## config.mk

```make
export PLATFORM = sky130hd
export DESIGN_NAME = decode_stage
export DESIGN_NICKNAME = d
export VERILOG_FILES = /design/src/rtl/decode_pkg.sv /design/src/rtl/decode_comb.sv /design/src/rtl/decode_stage.sv
export SDC_FILE = /design/constraint.sdc
export NUM_CORES = 1
export LEC_CHECK = 0
export ABC_AREA = 1
export BUFFER_PORTS_ARGS = -buffer_cell sky130_fd_sc_hd__buf_2
export CAP_MARGIN = 20
export CORE_MARGIN = 2
export CORE_UTILIZATION = 52
export DETAILED_ROUTE_END_ITERATION = 10
export GPL_TIMING_DRIVEN = 0
export PLACE_DENSITY = 0.84
export RECOVER_POWER = 50
export SLEW_MARGIN = 20
export SYNTH_ARGS = -nofsm -noshare
export SYNTH_HDL_FRONTEND = slang
export SYNTH_SLANG_ARGS = --single-unit
export TNS_END_PERCENT = 50
```

## constraint.sdc

```tcl
create_clock -name clk -period 5.3 [get_ports clk]
set_clock_uncertainty 0.1 [all_clocks]
set_input_delay 0.53 -clock clk [delete_from_list [all_inputs] [get_ports clk]]
set_output_delay 0.53 -clock clk [all_outputs]
set_load 0.02 [all_outputs]
```

## src/rtl/decode_pkg.sv

```systemverilog
// ----------------------------------------------------------------------------
// decode_pkg
// Shared constants and helpers for the decode stage:
//   - 5-bit major opcode constants (insn[6:2])
//   - funct7 constants used for OP / OP-32 legality and M-extension detection
//   - alu_op encodings ({insn[30], funct3} style, 4 bits)
//   - immediate format selection and 32-bit immediate assembly helpers
// ----------------------------------------------------------------------------
package decode_pkg;

    // Major opcodes, insn[6:2]
    localparam logic [4:0] OPC_LOAD      = 5'b00000;
    localparam logic [4:0] OPC_MISC_MEM  = 5'b00011;
    localparam logic [4:0] OPC_OP_IMM    = 5'b00100;
    localparam logic [4:0] OPC_AUIPC     = 5'b00101;
    localparam logic [4:0] OPC_OP_IMM_32 = 5'b00110;
    localparam logic [4:0] OPC_STORE     = 5'b01000;
    localparam logic [4:0] OPC_OP        = 5'b01100;
    localparam logic [4:0] OPC_LUI       = 5'b01101;
    localparam logic [4:0] OPC_OP_32     = 5'b01110;
    localparam logic [4:0] OPC_BRANCH    = 5'b11000;
    localparam logic [4:0] OPC_JALR      = 5'b11001;
    localparam logic [4:0] OPC_JAL       = 5'b11011;
    localparam logic [4:0] OPC_SYSTEM    = 5'b11100;

    // funct7 values
    localparam logic [6:0] F7_BASE   = 7'b0000000;
    localparam logic [6:0] F7_ALT    = 7'b0100000;
    localparam logic [6:0] F7_MULDIV = 7'b0000001;

    // alu_op encodings: bit 3 is insn[30] (sub / arithmetic shift), bits 2:0 funct3
    localparam logic [3:0] ALU_ADD  = 4'b0000;
    localparam logic [3:0] ALU_SLL  = 4'b0001;
    localparam logic [3:0] ALU_SLT  = 4'b0010;
    localparam logic [3:0] ALU_SLTU = 4'b0011;
    localparam logic [3:0] ALU_XOR  = 4'b0100;
    localparam logic [3:0] ALU_SRL  = 4'b0101;
    localparam logic [3:0] ALU_OR   = 4'b0110;
    localparam logic [3:0] ALU_AND  = 4'b0111;
    localparam logic [3:0] ALU_SUB  = 4'b1000;
    localparam logic [3:0] ALU_SRA  = 4'b1101;

    typedef enum logic [2:0] {
        IMM_NONE,
        IMM_I,
        IMM_S,
        IMM_B,
        IMM_U,
        IMM_J
    } imm_fmt_e;

    // Immediate format is a pure function of the major opcode.
    function automatic imm_fmt_e imm_fmt(input logic [4:0] opcode);
        imm_fmt_e fmt;
        case (opcode)
            OPC_LUI, OPC_AUIPC:                      fmt = IMM_U;
            OPC_JAL:                                 fmt = IMM_J;
            OPC_JALR, OPC_LOAD, OPC_OP_IMM,
            OPC_SYSTEM, OPC_OP_IMM_32:               fmt = IMM_I;
            OPC_STORE:                               fmt = IMM_S;
            OPC_BRANCH:                              fmt = IMM_B;
            default:                                 fmt = IMM_NONE;
        endcase
        return fmt;
    endfunction

    // Assembles the 32-bit sign-correct immediate; the caller widens it to XLEN.
    function automatic logic [31:0] imm32(input logic [31:0] insn, input imm_fmt_e fmt);
        logic [31:0] imm;
        case (fmt)
            IMM_I:   imm = {{20{insn[31]}}, insn[31:20]};
            IMM_S:   imm = {{20{insn[31]}}, insn[31:25], insn[11:7]};
            IMM_B:   imm = {{19{insn[31]}}, insn[31], insn[7], insn[30:25], insn[11:8], 1'b0};
            IMM_U:   imm = {insn[31:12], 12'b0};
            IMM_J:   imm = {{11{insn[31]}}, insn[31], insn[19:12], insn[20], insn[30:21], 1'b0};
            default: imm = 32'b0;
        endcase
        return imm;
    endfunction

endpackage

```

## src/rtl/decode_comb.sv

```systemverilog
// ----------------------------------------------------------------------------
// decode_comb
// Purely combinational instruction decoder.
//   insn     in   32    instruction word
//   opcode   out  5     insn[6:2]
//   rd       out  5     insn[11:7]
//   rs1      out  5     insn[19:15]
//   rs2      out  5     insn[24:20]
//   alu_op   out  4     ALU operation encoding
//   muldiv   out  1     M-extension operation (only with DECODE_M_EXT_EN)
//   imm      out  XLEN  sign-extended immediate
//   illegal  out  1     instruction not supported by this XLEN/configuration
// Build option: define DECODE_M_EXT_EN to accept funct7==0000001 on OP
// (and OP-32 for XLEN==64) as multiply/divide; otherwise those are illegal.
// ----------------------------------------------------------------------------
module decode_comb
    import decode_pkg::*;
#(
    parameter int XLEN = 32
) (
    input  logic [31:0]     insn,
    output logic [4:0]      opcode,
    output logic [4:0]      rd,
    output logic [4:0]      rs1,
    output logic [4:0]      rs2,
    output logic [3:0]      alu_op,
    output logic            muldiv,
    output logic [XLEN-1:0] imm,
    output logic            illegal
);

    localparam bit RV64 = (XLEN == 64);

    logic [2:0]  funct3;
    logic [6:0]  funct7;
    logic [31:0] imm_narrow;

    assign opcode = insn[6:2];
    assign rd     = insn[11:7];
    assign rs1    = insn[19:15];
    assign rs2    = insn[24:20];
    assign funct3 = insn[14:12];
    assign funct7 = insn[31:25];

    assign imm_narrow = imm32(insn, imm_fmt(opcode));
    // Signed size cast replicates bit 31 up to XLEN (no-op when XLEN==32).
    assign imm = XLEN'($signed(imm_narrow));

    always_comb begin
        // NOTE: every output of this block gets a default first so no path leaves it unassigned (no latch).
        illegal = (insn[1:0] != 2'b11);
        muldiv  = 1'b0;
        alu_op  = {1'b0, funct3};

        case (opcode)
            OPC_LUI, OPC_AUIPC, OPC_JAL, OPC_MISC_MEM, OPC_SYSTEM: begin
            end
            OPC_JALR: begin
                if (funct3 != 3'b000) illegal = 1'b1;
            end
            OPC_BRANCH: begin
                if (funct3 == 3'b010 || funct3 == 3'b011) illegal = 1'b1;
            end
            OPC_LOAD: begin
                if (funct3 == 3'b111) illegal = 1'b1;
                if (!RV64 && (funct3 == 3'b011 || funct3 == 3'b110)) illegal = 1'b1;
            end
            OPC_STORE: begin
                if (funct3[2]) illegal = 1'b1;
                if (!RV64 && funct3 == 3'b011) illegal = 1'b1;
            end
            OPC_OP_IMM, OPC_OP_IMM_32: begin
                if (opcode == OPC_OP_IMM_32 && !RV64) illegal = 1'b1;
                // Shift-right immediates carry the arithmetic/logical select in insn[30].
                if (funct3 == 3'b101) alu_op = {insn[30], funct3};
            end
            OPC_OP, OPC_OP_32: begin
                if (opcode == OPC_OP_32 && !RV64) illegal = 1'b1;
                alu_op = {insn[30], funct3};
                if (funct7 == F7_MULDIV) begin
`ifdef DECODE_M_EXT_EN
                    if (opcode == OPC_OP || RV64) begin
                        muldiv = 1'b1;
                        alu_op = {1'b0, funct3};
                    end
`else
                    illegal = 1'b1;
`endif
                end else if (!(funct7 == F7_BASE ||
                               (funct7 == F7_ALT && (funct3 == 3'b000 || funct3 == 3'b101)))) begin
                    illegal = 1'b1;
                end
            end
            default: begin
                illegal = 1'b1;
            end
        endcase
    end

endmodule

```

## src/rtl/decode_stage.sv

```systemverilog
// ----------------------------------------------------------------------------
// decode_stage
// Decode pipeline stage: a DEPTH-entry FIFO of raw (insn, pc) pairs with
// valid/ready handshakes on both sides. The head entry is decoded
// combinationally from registered storage, so an entry accepted on one edge
// is visible on out_* right after that edge, and no input reaches an output
// without passing through a register.
//   clk         in   1     clock, rising edge
//   rst         in   1     asynchronous active-high reset (drops all entries)
//   flush       in   1     synchronous discard of all entries (wins over push/pop)
//   in_valid    in   1     input handshake
//   in_ready    out  1     count < DEPTH
//   in_insn     in   32    instruction word
//   in_pc       in   XLEN  instruction address
//   out_valid   out  1     head entry present
//   out_ready   in   1     consumer accepts head entry
//   out_pc      out  XLEN
//   out_opcode  out  5     insn[6:2]
//   out_rd/out_rs1/out_rs2 out 5 each
//   out_alu_op  out  4
//   out_muldiv  out  1
//   out_imm     out  XLEN
//   out_illegal out  1
// Build option: DECODE_M_EXT_EN (see decode_comb).
// ----------------------------------------------------------------------------
module decode_stage
    import decode_pkg::*;
#(
    parameter int XLEN  = 32,
    parameter int DEPTH = 2
) (
    input  logic            clk,
    input  logic            rst,
    input  logic            flush,
    input  logic            in_valid,
    output logic            in_ready,
    input  logic [31:0]     in_insn,
    input  logic [XLEN-1:0] in_pc,
    output logic            out_valid,
    input  logic            out_ready,
    output logic [XLEN-1:0] out_pc,
    output logic [4:0]      out_opcode,
    output logic [4:0]      out_rd,
    output logic [4:0]      out_rs1,
    output logic [4:0]      out_rs2,
    output logic [3:0]      out_alu_op,
    output logic            out_muldiv,
    output logic [XLEN-1:0] out_imm,
    output logic            out_illegal
);

    localparam int PTR_W = (DEPTH > 1) ? $clog2(DEPTH) : 1;
    localparam int CNT_W = $clog2(DEPTH + 1);

    localparam logic [PTR_W-1:0] PTR_LAST  = PTR_W'(DEPTH - 1);
    localparam logic [CNT_W-1:0] CNT_DEPTH = CNT_W'(DEPTH);

    logic [31:0]     insn_mem [DEPTH];
    logic [XLEN-1:0] pc_mem   [DEPTH];

    logic [PTR_W-1:0] wr_ptr;
    logic [PTR_W-1:0] rd_ptr;
    logic [CNT_W-1:0] count;

    logic push;
    logic pop;

    logic [31:0] head_insn;

    function automatic logic [PTR_W-1:0] next_ptr(input logic [PTR_W-1:0] ptr);
        // Explicit wrap so non-power-of-two depths stay inside the array.
        return (ptr == PTR_LAST) ? '0 : ptr + PTR_W'(1);
    endfunction

    // Both handshake flags come from registered count only.
    assign in_ready  = (count < CNT_DEPTH);
    assign out_valid = (count != '0);

    assign push = in_valid && in_ready;
    assign pop  = out_valid && out_ready;

    always_ff @(posedge clk or posedge rst) begin
        // NOTE: state registers use non-blocking assignments so every flop samples pre-edge values.
        if (rst) begin
            wr_ptr <= '0;
            rd_ptr <= '0;
            count  <= '0;
        end else if (flush) begin
            wr_ptr <= '0;
            rd_ptr <= '0;
            count  <= '0;
        end else begin
            if (push) wr_ptr <= next_ptr(wr_ptr);
            if (pop)  rd_ptr <= next_ptr(rd_ptr);
            // Push and pop together leave the occupancy unchanged.
            case ({push, pop})
                2'b10:   count <= count + CNT_W'(1);
                2'b01:   count <= count - CNT_W'(1);
                default: count <= count;
            endcase
        end
    end

    // NOTE: payload storage has no reset; validity is carried entirely by count and the pointers.
    always_ff @(posedge clk) begin
        if (push && !flush) begin
            insn_mem[wr_ptr] <= in_insn;
            pc_mem[wr_ptr]   <= in_pc;
        end
    end

    assign head_insn = insn_mem[rd_ptr];
    assign out_pc    = pc_mem[rd_ptr];

    decode_comb #(
        .XLEN (XLEN)
    ) u_decode (
        .insn    (head_insn),
        .opcode  (out_opcode),
        .rd      (out_rd),
        .rs1     (out_rs1),
        .rs2     (out_rs2),
        .alu_op  (out_alu_op),
        .muldiv  (out_muldiv),
        .imm     (out_imm),
        .illegal (out_illegal)
    );

endmodule

```

Word level (Yosys, flattened, before mapping)
Memory sizes are Yosys's and may differ from the RTL's.
Cells that the tools add are included.
- register bits after elaboration: 4
- RAM bits: 128
- memories kept: 3
- memory bits (read-only): 96
- bits of input ports: 69
- add/sub/neg operators: 4
- reductions and logical operators: 20
- $lt $le $gt $ge: 1
- muxes and demuxes: 24
- equal/unequal tests: 27
- memories (name ; depth ; width ; read ports ; clocked after memory_dff ; write ports ; RTL line ; source):
    (no name shown) ; 32 ; 3 ; 1 ; 0 ; 0 ; decode_pkg.sv:55 ; case (opcode)
    insn_mem ; 2 ; 32 ; 1 ; 0 ; 1 ; decode_stage.sv:58 ; logic [31:0] insn_mem [DEPTH];
    pc_mem ; 2 ; 32 ; 1 ; 0 ; 1 ; decode_stage.sv:59 ; logic [XLEN-1:0] pc_mem [DEPTH];
- operators with widths (cell ; count):
    one-hot mux 32 bit (5 select lines) ; 1
    equality test 5 x 4 -> 1 bit (second input constant) ; 4
    equality test 5 bit (second input constant) ; 4
    two-way mux 1 bit ; 18
    equality test 3 bit (second input constant) ; 5
    equality test 5 x 3 -> 1 bit (second input constant) ; 3
    equality test 3 x 2 -> 1 bit (second input constant) ; 4
    one-hot mux 4 bit (2 select lines) ; 1
    equality test 7 x 1 -> 1 bit (second input constant) ; 1
    equality test 7 x 6 -> 1 bit (second input constant) ; 1
    zero test 7 bit ; 1
    one-hot mux 1 bit (7 select lines) ; 1
    nonzero test 2 bit ; 3
    nonzero test 3 bit ; 2
    equality test 5 x 2 -> 1 bit (second input constant) ; 1
    zero test 5 bit ; 1
    OR reduction 5 bit ; 1
    logical AND 1 bit ; 4
    logical OR 1 bit ; 4
    two-way mux 4 bit ; 1
    one-hot mux 2 bit (2 select lines) ; 1
    OR reduction 2 bit ; 2
    equality test 3 x 1 -> 1 bit (second input constant) ; 1
    zero test 3 bit ; 1
    9 further kinds ; 10

Logic depth before layout (Yosys ltp)
Gate-level depths: netlist (run 1).
An unclocked memory read counts as a cell.
- depth in word-level cells: 8
- mapped depth: 13
- gate-level depth less buffers: 12

By module
A second synthesis (run 1) with hierarchy kept.
- cells, all modules: 586
- area, all modules: 5944.5 um^2
- modules (own cells, without submodules) (module ; times used ; area each (um^2) ; cells each ; sequential area each (um^2)):
    decode_stage ; 1 ; 4893.4 ; 372 ; 3943.8
    decode_comb ; 1 ; 1051.0 ; 214 ; 0.0

Least setup slack after synthesis (run 1)
OpenSTA, ideal clock, no wires.
- path type: flip-flop to flip-flop
- from: register count[1]
- to: memory insn_mem[0][0], enable pin
- arrival time: 3.502 ns
- data required time: 4.714 ns
- path buffers: 0
- stages on the path, launching flop included: 6
- period minus slack after synthesis: 4.088 ns
- setup slack: 1.212 ns
- path through: dfrtp_1 inv_1 nand2_1 inv_1 nand2_1 nor2_1
- word-level cells in the longest chain between the ends: 5
- RTL lines (element ; RTL line ; source):
    start: declaration ; decode_stage.sv:63 ; logic [CNT_W-1:0] count;
    start signal: assignment ; decode_stage.sv:97 ; 2'b10: count <= count + CNT_W'(1);
    start signal: assignment ; decode_stage.sv:98 ; 2'b01: count <= count - CNT_W'(1);
    start signal: assignment ; decode_stage.sv:99 ; default: count <= count;
    less-than comparator 2 bit ; decode_stage.sv:76 ; assign in_ready = (count < CNT_DEPTH);
    named net in_ready ; decode_stage.sv:36 ; output logic in_ready,
    logical AND 1 bit ; decode_stage.sv:79 ; assign push = in_valid && in_ready;
    logical AND 1 bit ; decode_stage.sv:106 ; if (push && !flush) begin
    two-way mux 1 bit ; decode_stage.sv:106 ;
    two-way mux 1 bit (implied by the code) ; decode_stage.sv:107 ; insn_mem[wr_ptr] <= in_insn;
    end: declaration ; decode_stage.sv:58 ;
The timed path passes the listed nets, and every way through them passes these cells.

Worst setup path in the final report (run 1)
- from: register count[1]
- to: memory pc_mem[1][17], enable pin
- word-level cells in the longest chain between the ends: 5
- RTL lines (element ; RTL line ; source):
    less-than comparator 2 bit ; decode_stage.sv:76 ;
    logical AND 1 bit ; decode_stage.sv:79 ;
    logical AND 1 bit ; decode_stage.sv:106 ;
    two-way mux 1 bit ; decode_stage.sv:106 ;
    two-way mux 1 bit (implied by the code) ; decode_stage.sv:108 ; pc_mem[wr_ptr] <= in_pc;
    end: declaration ; decode_stage.sv:59 ;
No other way between the ends.

==> results.yml, run 1 <==
timing:
  slew-limit-headroom_pct: -6.840
  worst_pin_slew_ps: 1603
  fmax_ghz: 0.2662
  min_period_ps: 3756
  hold_viol: 0
  finalSetupViolations: 0
  rsz0062_at_grt: "false"
  finalCritPeriodShare_pct: 70.87
  final-max-slew-violation-count: 25
logic_synthesis:
  synthFlopType: "edfxtp_1"
  synthArstFlopShare_pct: 3.030
  synthTopCellsByCount: "nand2_1 (255), edfxtp_1 (128), nand3_1 (34)"
  yosysTopAreaCell: "edfxtp_1"
  synth_cells: 554
  yosysTopAreaCellShare_pct: 65.67
  syn_nets: 623
  avgSynthCellArea_um2: 10.57
  synth-edff-count: 128
  yosys_warnings: 0
  yosysUniqueCellTypes: 26
  ys_seq_area_share_pct: 67.38
  synth-seq-cells: 132
  yosys-top-cells-area: "edfxtp_1 (66%), nand2_1 (16%), nand3_1 (2.9%)"
  syn_area_um2: 5853
  synth_most_common_cell: "nand2_1"
setup_path:
  worstSetupEndpointType: "register"
  required_ps: 5420
  crit_type: "reg2reg"
  crit_path_start_kind: "register"
  cp.arrival_ps: 3870
  r2r_cells: 7
  crit_fanout: 26
clocking:
  cts_buffers: 17
  cts.reportedPaths.clkPinSlew_ps: 60
  clk_latency_ps: 520
  cts_setup_buffers: 0
  clock-root-buffer: "clkbuf_8"
  clock-sinks: 132
  cts_max_path_buffers: 2
  htreeDepth: 4
  cts_tree: "done"
place:
  globalplace.congestion: 0.9145
  dp.cells: 857
  place_hpwl_um: 10350
  port-buffer-count: 159
hold_path:
  min_path_cells: 1
  hold_class: "in2reg"
final_layout:
  synthToLayoutAreaGrowth_pct: 26.64
  final.fill_count: 834
  drive_above_1_share_pct: 27.47
  stdcell_count: 890
  insertedDiodeCount: 0
  nets: 806
floorplan:
  coreArea_um2: 10890
  die_area_um2: 12120
  rows: 38
  die_height_um: 110.1
  start_util_pct: 53.76
  ios: 161
  fp.dieW_um: 110.1
route:
  vias: 4552
  routed_wl_um: 14300
  drt_iter0_markers: 266
  firstDrtPassIters: 5
  drc: 0
  ant_nets: 0
  avgRoutedWirePerCell_um: 16.07
  viasPerCell: 5.115
global_routing:
  grt_pass1_wl_um: 21670
  grt-ovfl-total: 0
  grt_pass1_vias: 4450
  antenna_found_initial: 0
  grt_use_total_pct: 24.54
  grt_max_degree: 27
run:
  drv_cap: 2
run_status:
  status: "complete, but fails checks"
  violations: "capacitance limit, slew limit"
pwr:
  power.density_nw_per_um2: 440.6
  peakVddDrop_mv: 0.3196
  power_w: 0.003266
  leakage_nw: 3.377
==> metrics by stage <==
stage,setup TNS [ps],cell area (um2),hold slack [ps],worst slack [ps],util (%)
finish,0,7412,96.90,1544,68.08
global route,0,7412,69.87,1246,68.08
CTS,0,7486,79.38,2117,68.75
detailed placement,0,6919,324.2,2646,63.55
global placement,-25520,6824,310.4,-204.5,62.68
floorplan,0,5853,196.1,1212,-
==> report_power, final <==
group          leakage (nW)  internal [W]  switching [W]
clock                 0.263      0.000666       0.000428
sequential             1.23       0.00122      0.0000200
combinational          1.89      0.000266       0.000663
total                  3.38       0.00215        0.00111
==> sequential cells by signal, indices dropped and copies added, names as in the netlist <==
register,flops
pc_mem,64
count,2
wr_ptr,1
insn_mem,64
rd_ptr,1
==> what timing repair did <==
action / in CTS / in global routing
hold buffers: 1 / 0
hold endpoints to repair: 4 / 0
resized for setup: 0 / 0
==> final timing paths <==
path	startpoint	end	slack (ps)
hold / removal	in_pc[19]	pc_mem[1][19]$_DFFE_PP_	100
setup reg to reg	count[1]$_DFFE_PP0P_	pc_mem[1][17]$_DFFE_PP_	1540
min in group asynchronous	rst	count[1]$_DFFE_PP0P_	330
setup / recovery	count[1]$_DFFE_PP0P_	pc_mem[1][17]$_DFFE_PP_	1540
hold reg to reg	wr_ptr$_DFFE_PP0P_	wr_ptr$_DFFE_PP0P_	440
max in group asynchronous	rst	rd_ptr$_DFFE_PP0P_	4610
==> cell families after synthesis <==
kind of cell	count (synthesis)	synth area share, %
buffers and inverters	53	4.275
AND/OR/NAND/NOR	343	25.93
other	1	0.06407
flip-flops	132	67.38
AO/OA/AOI/OAI	25	2.352
==> area by class of cell <==
type                       count  area (um2)  share of cell area [%]
buffer                        18       112.6                   1.519
clock buffer                  19       421.7                   5.689
clock inverter                13       135.1                   1.823
inverter                      35       136.4                   1.840
multi-input combinational    369        1659                   22.38
sequential                   132        3944                   53.21
tap                          140       175.2                   2.363
timing repair buffer         164       828.3                   11.17
==> cell usage in the layout, fill, tap and decap left out, types with 2 or more instances in the layout <==
cell type / netlist / final
a21oi_1: 12 / 12
buf_1: 5 / 5
buf_12: 0 / 3
buf_2: 7 / 132
buf_4: 2 / 2
buf_6: 4 / 4
bufinv_16: 0 / 2
clkbuf_1: 0 / 37
clkbuf_16: 0 / 16
clkinv_1: 0 / 2
clkinv_2: 0 / 2
clkinv_4: 0 / 3
clkinvlp_4: 0 / 3
dfrtp_1: 4 / 4
edfxtp_1: 128 / 128
inv_1: 33 / 33
inv_6: 1 / 2
nand2_1: 255 / 255
nand2_2: 12 / 12
nand2_4: 7 / 7
nand3_1: 34 / 34
nand3_2: 4 / 4
nand4_1: 4 / 4
nand4_4: 2 / 2
nor2_1: 17 / 17
nor2_2: 5 / 5
nor2_4: 3 / 3
o21ai_0: 7 / 7
o21ai_1: 2 / 2
o21ai_2: 2 / 2
==> worst max-delay path, cell delays in order, from the launching register on <==
cell and delay, ps:
dfrtp_1 400, inv_1 130, nand2_1 120, inv_1 90, nand2_1 80, nor2_1 990
clkbuf_1 1230, buf_12 290
==> per-layer routing <==
metal	part of all wire (%)	vias to the layer above	routed length, um	global-route usage, %
met5	0	-	0	0
met4	1.4	0	207	8.393
met3	7.6	18	1081	7.937
met2	51	188	7351	43.30
met1	40	2137	5657	28.12
li1	-	2209	-	-
No activity file was read; power rests on OpenSTA's default activity.
==> inputs of run 2 (changes only) <==
- clock period: 5.3 -> 3.7 ns (I/O delays scaled with it)
==> results.yml, run 2 (same netlist as run 1, synthesis figures left out) <==
run_status:
  status: "complete, but fails checks"
  violations: "capacitance limit, slew limit"
setup_path:
  crit_fanout: 10
  cp.arrival_ps: 2620
  required_ps: 3230
  worstSetupEndpointType: "output port"
  crit_type: "reg2out"
  r2r_cells: 7
  crit_path_start_kind: "register"
clocking:
  clock-sinks: 132
  clk_latency_ps: 510
  cts_max_path_buffers: 2
  clock-root-buffer: "clkbuf_8"
  htreeDepth: 4
  cts_tree: "done"
  cts_setup_buffers: 0
  post_cts_resized: 0
  cts.reportedPaths.clkPinSlew_ps: 60
  cts_buffers: 17
pwr:
  power.density_nw_per_um2: 592.5
  peakVddDrop_mv: 0.4107
  leakage_nw: 3.582
route:
  routed_wl_um: 16180
  viasPerCell: 5.196
  avgRoutedWirePerCell_um: 16.96
  vias: 4957
  firstDrtPassIters: 5
  ant_nets: 0
  drt_iter0_markers: 342
  drc: 0
timing:
  min_period_ps: 3094
  fmax_ghz: 0.3232
  slew-limit-headroom_pct: -1.136
  hold_viol: 0
  hold_slack_ps: 55.22
  setup_tns_ps: 0
  worst_pin_slew_ps: 1511
  finalCritPeriodShare_pct: 83.63
  final-max-slew-violation-count: 15
  finalSetupViolations: 0
  rsz0062_at_grt: "false"
global_routing:
  grt_max_degree: 27
  antenna_found_initial: 0
  grt-ovfl-total: 0
  grt_pass1_wl_um: 24760
  grt_use_total_pct: 27.94
  grt_pass1_vias: 4956
place:
  place_hpwl_um: 10350
  dp.cells: 857
  globalplace.congestion: 0.9145
  port-buffer-count: 159
floorplan:
  fp.dieW_um: 110.1
  coreArea_um2: 10890
  die_area_um2: 12120
  die_height_um: 110.1
  ios: 161
  start_util_pct: 53.76
  rows: 38
final_layout:
  synthToLayoutAreaGrowth_pct: 37.24
  insertedDiodeCount: 0
  final_common_cell: "nand2_1"
  final_cell_mix: "nand2_1 (257), edfxtp_1 (128), buf_2 (107), dlygate4sd3_1 (65), clkbuf_1 (61)"
  stdcell_count: 954
  final_util_pct: 73.78
  nets: 870
  reg_top3: "insn_mem (64), pc_mem (64), count (2)"
  drive_above_1_share_pct: 22.11
hold_path:
  hold_class: "in2reg"
  min_path_cells: 4
run:
  drv_cap: 1
## run 2: cell count changes in the layout (fill, tap and decap cells not counted), sizes merged
cell	previous run	this run
buf	146	122
dlygate4sd3	1	65
clkbuf	54	78
## run 2: area by class of cell
cell class	count	area (um2)
sequential	132	3944
fill	752	2855
multi-input combinational	369	1654
timing repair buffer	228	1454
clock buffer	19	421.7
tap	140	175.2
inverter	35	136.4
clock inverter	13	135.1
buffer	18	112.6
## run 2: worst max-delay path, cell delays in order (launching register included)
cell,delay [ps]
dfrtp_1,370
buf_6,150
inv_6,80
nand2_1,60
nand2_1,310
nand3_2,150
o21ai_2,440
nor2_1,110
nand2_1,90
nand2_1,60
inv_1,50
nand3_1,80
buf_2,170
## run 2: final timing paths
kind	start	end	slack, ps
max	rd_ptr$_DFFE_PP0P_	out_illegal	610
min	flush	count[1]$_DFFE_PP0P_	60
max reg2reg	count[1]$_DFFE_PP0P_	pc_mem[0][16]$_DFFE_PP_	800
min reg2reg	wr_ptr$_DFFE_PP0P_	wr_ptr$_DFFE_PP0P_	440
max in group asynchronous	rst	rd_ptr$_DFFE_PP0P_	3170
min in group asynchronous	rst	count[0]$_DFFE_PP0P_	170
## run 2: what timing repair did
action,in CTS,in global routing
endpoints found under the setup margin,0,0
hold buffers,65,0
hold endpoints to repair,132,0
## run 2: through the flow
stage	area [um2]	setup slack, ps	total power [W]
floorplan	5853	-387.6	0.002680
global placement	6824	-1677	0.003110
detailed placement	6919	1206	0.003148
CTS	8127	676.8	0.004761
global route	8033	417.3	0.004973
finish	8033	605.8	0.004759
## run 2: layer usage
layer	routed length [um]	up-vias	track usage (%)	part of all wire (%)
met3	1228	27	7.525	7.6
li1	-	2337	-	-
met5	0	-	0	0
met4	276	0	9.107	1.7
met2	8471	252	50.00	52
met1	6207	2341	32.60	38
## run 2: where the power goes
| group | internal [W] | switching [W] | total, W | leakage [nW] |
|---|---|---|---|---|
| clock | 0.000955 | 0.000622 | 0.00158 | 0.263 |
| sequential | 0.00175 | 0.0000306 | 0.00178 | 1.23 |
| combinational | 0.000421 | 0.000981 | 0.00140 | 2.09 |
==> inputs of run 3 (changes only) <==
- ABC_AREA: 1 -> 0
- PLACE_DENSITY: 0.84 -> 0.85
- clock period: 3.7 -> 3.2 ns (I/O delays scaled with it)
==> results.yml, run 3 <==
floorplan:
  coreArea_um2: 10320
  fp.dieW_um: 107.2
  ios: 161
  die_height_um: 107.2
  die_area_um2: 11500
  start_util_pct: 53.67
  rows: 37
clocking:
  cts_max_path_buffers: 2
  htreeDepth: 4
  clock-root-buffer: "clkbuf_8"
  cts.reportedPaths.clkPinSlew_ps: 60
  cts_buffers: 17
  clk_latency_ps: 510
  cts_tree: "done"
  clock-sinks: 132
global_routing:
  grt-ovfl-total: 0
  antenna_found_initial: 0
  grt_max_degree: 17
  grt_use_total_pct: 26.29
  grt_pass1_wl_um: 22540
  grt_pass1_vias: 4414
logic_synthesis:
  synth_cells: 346
  ys_seq_area_share_pct: 71.18
  yosysUniqueCellTypes: 55
  yosys_warnings: 0
  avgSynthCellArea_um2: 16.01
  yosys-top-cells-area: "edfxtp_1 (69%), mux2_2 (8.3%), mux2i_1 (2.9%)"
  synth_most_common_cell: "edfxtp_1"
  synthTopCellsByCount: "edfxtp_1 (128), mux2_2 (41), nor2_1 (19)"
  yosysTopAreaCellShare_pct: 69.38
  synth-edff-count: 128
  syn_area_um2: 5540
  synth-seq-cells: 132
  syn_nets: 415
  synthArstFlopShare_pct: 3.030
  yosysTopAreaCell: "edfxtp_1"
  synthFlopType: "edfxtp_1"
route:
  drc: 0
  vias: 4301
  firstDrtPassIters: 7
  avgRoutedWirePerCell_um: 20.10
  drt_iter0_markers: 379
  routed_wl_um: 15620
  ant_nets: 0
  viasPerCell: 5.535
run_status:
  status: "complete, but fails checks"
  violations: "setup timing"
final_layout:
  reg_top3: "insn_mem (64), pc_mem (64), count (2)"
  final_cell_mix: "edfxtp_1 (128), buf_2 (103), dlygate4sd3_1 (66), clkbuf_1 (53), mux2_2 (41)"
  seq_area_um2: 3944
  drive_above_1_share_pct: 43.68
  insertedDiodeCount: 0
  final_util_pct: 81.48
  final.fill_count: 550
  multi_input_area_um2: 1710
  synthToLayoutAreaGrowth_pct: 51.83
  final_common_cell: "edfxtp_1"
  nets: 698
setup_path:
  r2r_slack_ps: 550
  r2r_cells: 5
  crit_fanout: 4
  r2r_end: "pc_mem[1][7]$_DFFE_PP_"
  worstSetupEndpointType: "output port"
  crit_type: "reg2out"
  r2r_start: "count[1]$_DFFE_PP0P_"
  required_ps: 2780
  crit_path_start_kind: "register"
  cp.arrival_ps: 2870
timing:
  slew-limit-headroom_pct: 40.07
  finalCritPeriodShare_pct: 102.8
  setup_tns_ps: -492.3
  final-max-slew-violation-count: 0
  rsz0062_at_grt: "true"
  finalSetupViolations: 10
  fmax_ghz: 0.3040
  hold_slack_ps: 38.67
  hold_viol: 0
  worst_pin_slew_ps: 896.1
  min_period_ps: 3290
  setup_slack_ps: -89.78
place:
  place_ws_ps: 229.1
  port-buffer-count: 159
  globalplace.congestion: 0.9171
  place_hpwl_um: 8677
pwr:
  power.density_nw_per_um2: 569.2
  p_seq_share_pct: 42.0
  internal_power_w: 0.003560
  p_sw_share_pct: 25.64
  comb_power_share_pct: 19.3
  power.switching_w: 0.001228
  leakage_nw: 3.231
  p_clk_share_pct: 38.7
  peakVddDrop_mv: 0.4707
hold_path:
  min_path_cells: 3
  hold_class: "in2reg"
  hp-start: "out_ready"
  hold_path_end: "count[1]$_DFFE_PP0P_"
run:
  drv_cap: 0
run 3: cell types whose count changed after synthesis, moves of 6 or more:
| cell | previous run | this run |
|---|---|---|
| nand2_2 | 12 | 0 |
| nor4_1 | 0 | 6 |
| mux2i_1 | 0 | 16 |
| mux2_2 | 0 | 41 |
| o21ai_0 | 7 | 15 |
| inv_1 | 33 | 14 |
| nand3_1 | 34 | 2 |
| nand2_4 | 7 | 0 |
| nand2_1 | 255 | 13 |
| nand2b_1 | 0 | 7 |
run 3: critical path: stages, from the launching register on:
cell and delay (ps):
dfrtp_1 350, buf_8 140, buf_12 120, mux2i_4 330, buf_4 180, buf_6 120
xnor2_1 60, a211o_1 290, buf_4 160, nor2_1 110, a21oi_1 60, o21ai_1 240
buf_4 180
run 3: area by class of cell:
cell class	count	share of cell area (%)
Inverter	18	0.8925
Clock inverter	10	1.592
Sequential cell	132	46.88
Clock buffer	21	5.102
Tap cell	136	2.023
Timing Repair Buffer	264	21.91
Buffer	12	1.264
Multi-Input combinational cell	184	20.33
run 3: cells by family (layout without fill, tap and decap cells):
logic type,after synthesis,in the layout,share of synthesized area [%]
and+or+nand+nor,63,63,5.872
DFF,132,132,71.18
buffers and inverters,30,325,2.597
xor gates and xnor gates,3,3,0.4743
AOI/OAI and AO/OA,55,55,7.024
other,1,1,0.06769
muxes,62,62,12.78
run 3: power groups by stage:
stage	clock, W	combinational [W]	sequential, W
2_1_floorplan	0	0.000433	0.00204
6_report	0.00185	0.000924	0.00201
3_5_place_dp	0	0.000682	0.00204
5_1_grt	0.00194	0.000969	0.00202
4_1_cts	0.00186	0.000834	0.00201
3_3_place_gp	0	0.000649	0.00204
run 3: worst max-delay path by stage:
stage | startpoint | to | slack, ps | cells past startpoint
final | rd_ptr$_DFFE_PP0P_ | out_imm[11] | -90 | 12
after detailed placement | rd_ptr$_DFFE_PP0P_ | out_imm[11] | 230 | 9
after floorplan | count[1]$_DFFE_PP0P_ | insn_mem[0][0]$_DFFE_PP_ | -640 | 3
after CTS | rd_ptr$_DFFE_PP0P_ | out_illegal | -90 | 8
after global routing | rd_ptr$_DFFE_PP0P_ | out_illegal | -160 | 11
after global placement | count[1]$_DFFE_PP0P_ | insn_mem[0][3]$_DFFE_PP_ | -1780 | 3
run 3: per-stage QoR:
step                instance area, um2  power (W)  std cells
global route                      8412   0.004923        777
CTS                               8230   0.004701        768
detailed placement                6649   0.002721        650
floorplan                         5557   0.002469        346
global placement                  6523   0.002689        641
finish                            8412   0.004788        777
run 3: layer usage:
| layer | track usage, % | vias to the layer above | routed length, um |
|---|---|---|---|
| met3 | 7.781 | 57 | 1121 |
| met1 | 29.36 | 2090 | 5694 |
| li1 | - | 1914 | - |
| met5 | 0 | - | 0 |
| met4 | 12.34 | 0 | 594 |
| met2 | 46.02 | 240 | 8209 |
run 3: timing repair:
item	4_1_cts	5_1_grt
pin swaps	7	11
hold endpoints to repair	135	0
endpoints found under the setup margin	57	24
gates cloned	0	1
hold buffers	66	0
gates resized for setup	31	64
setup buffers	21	9
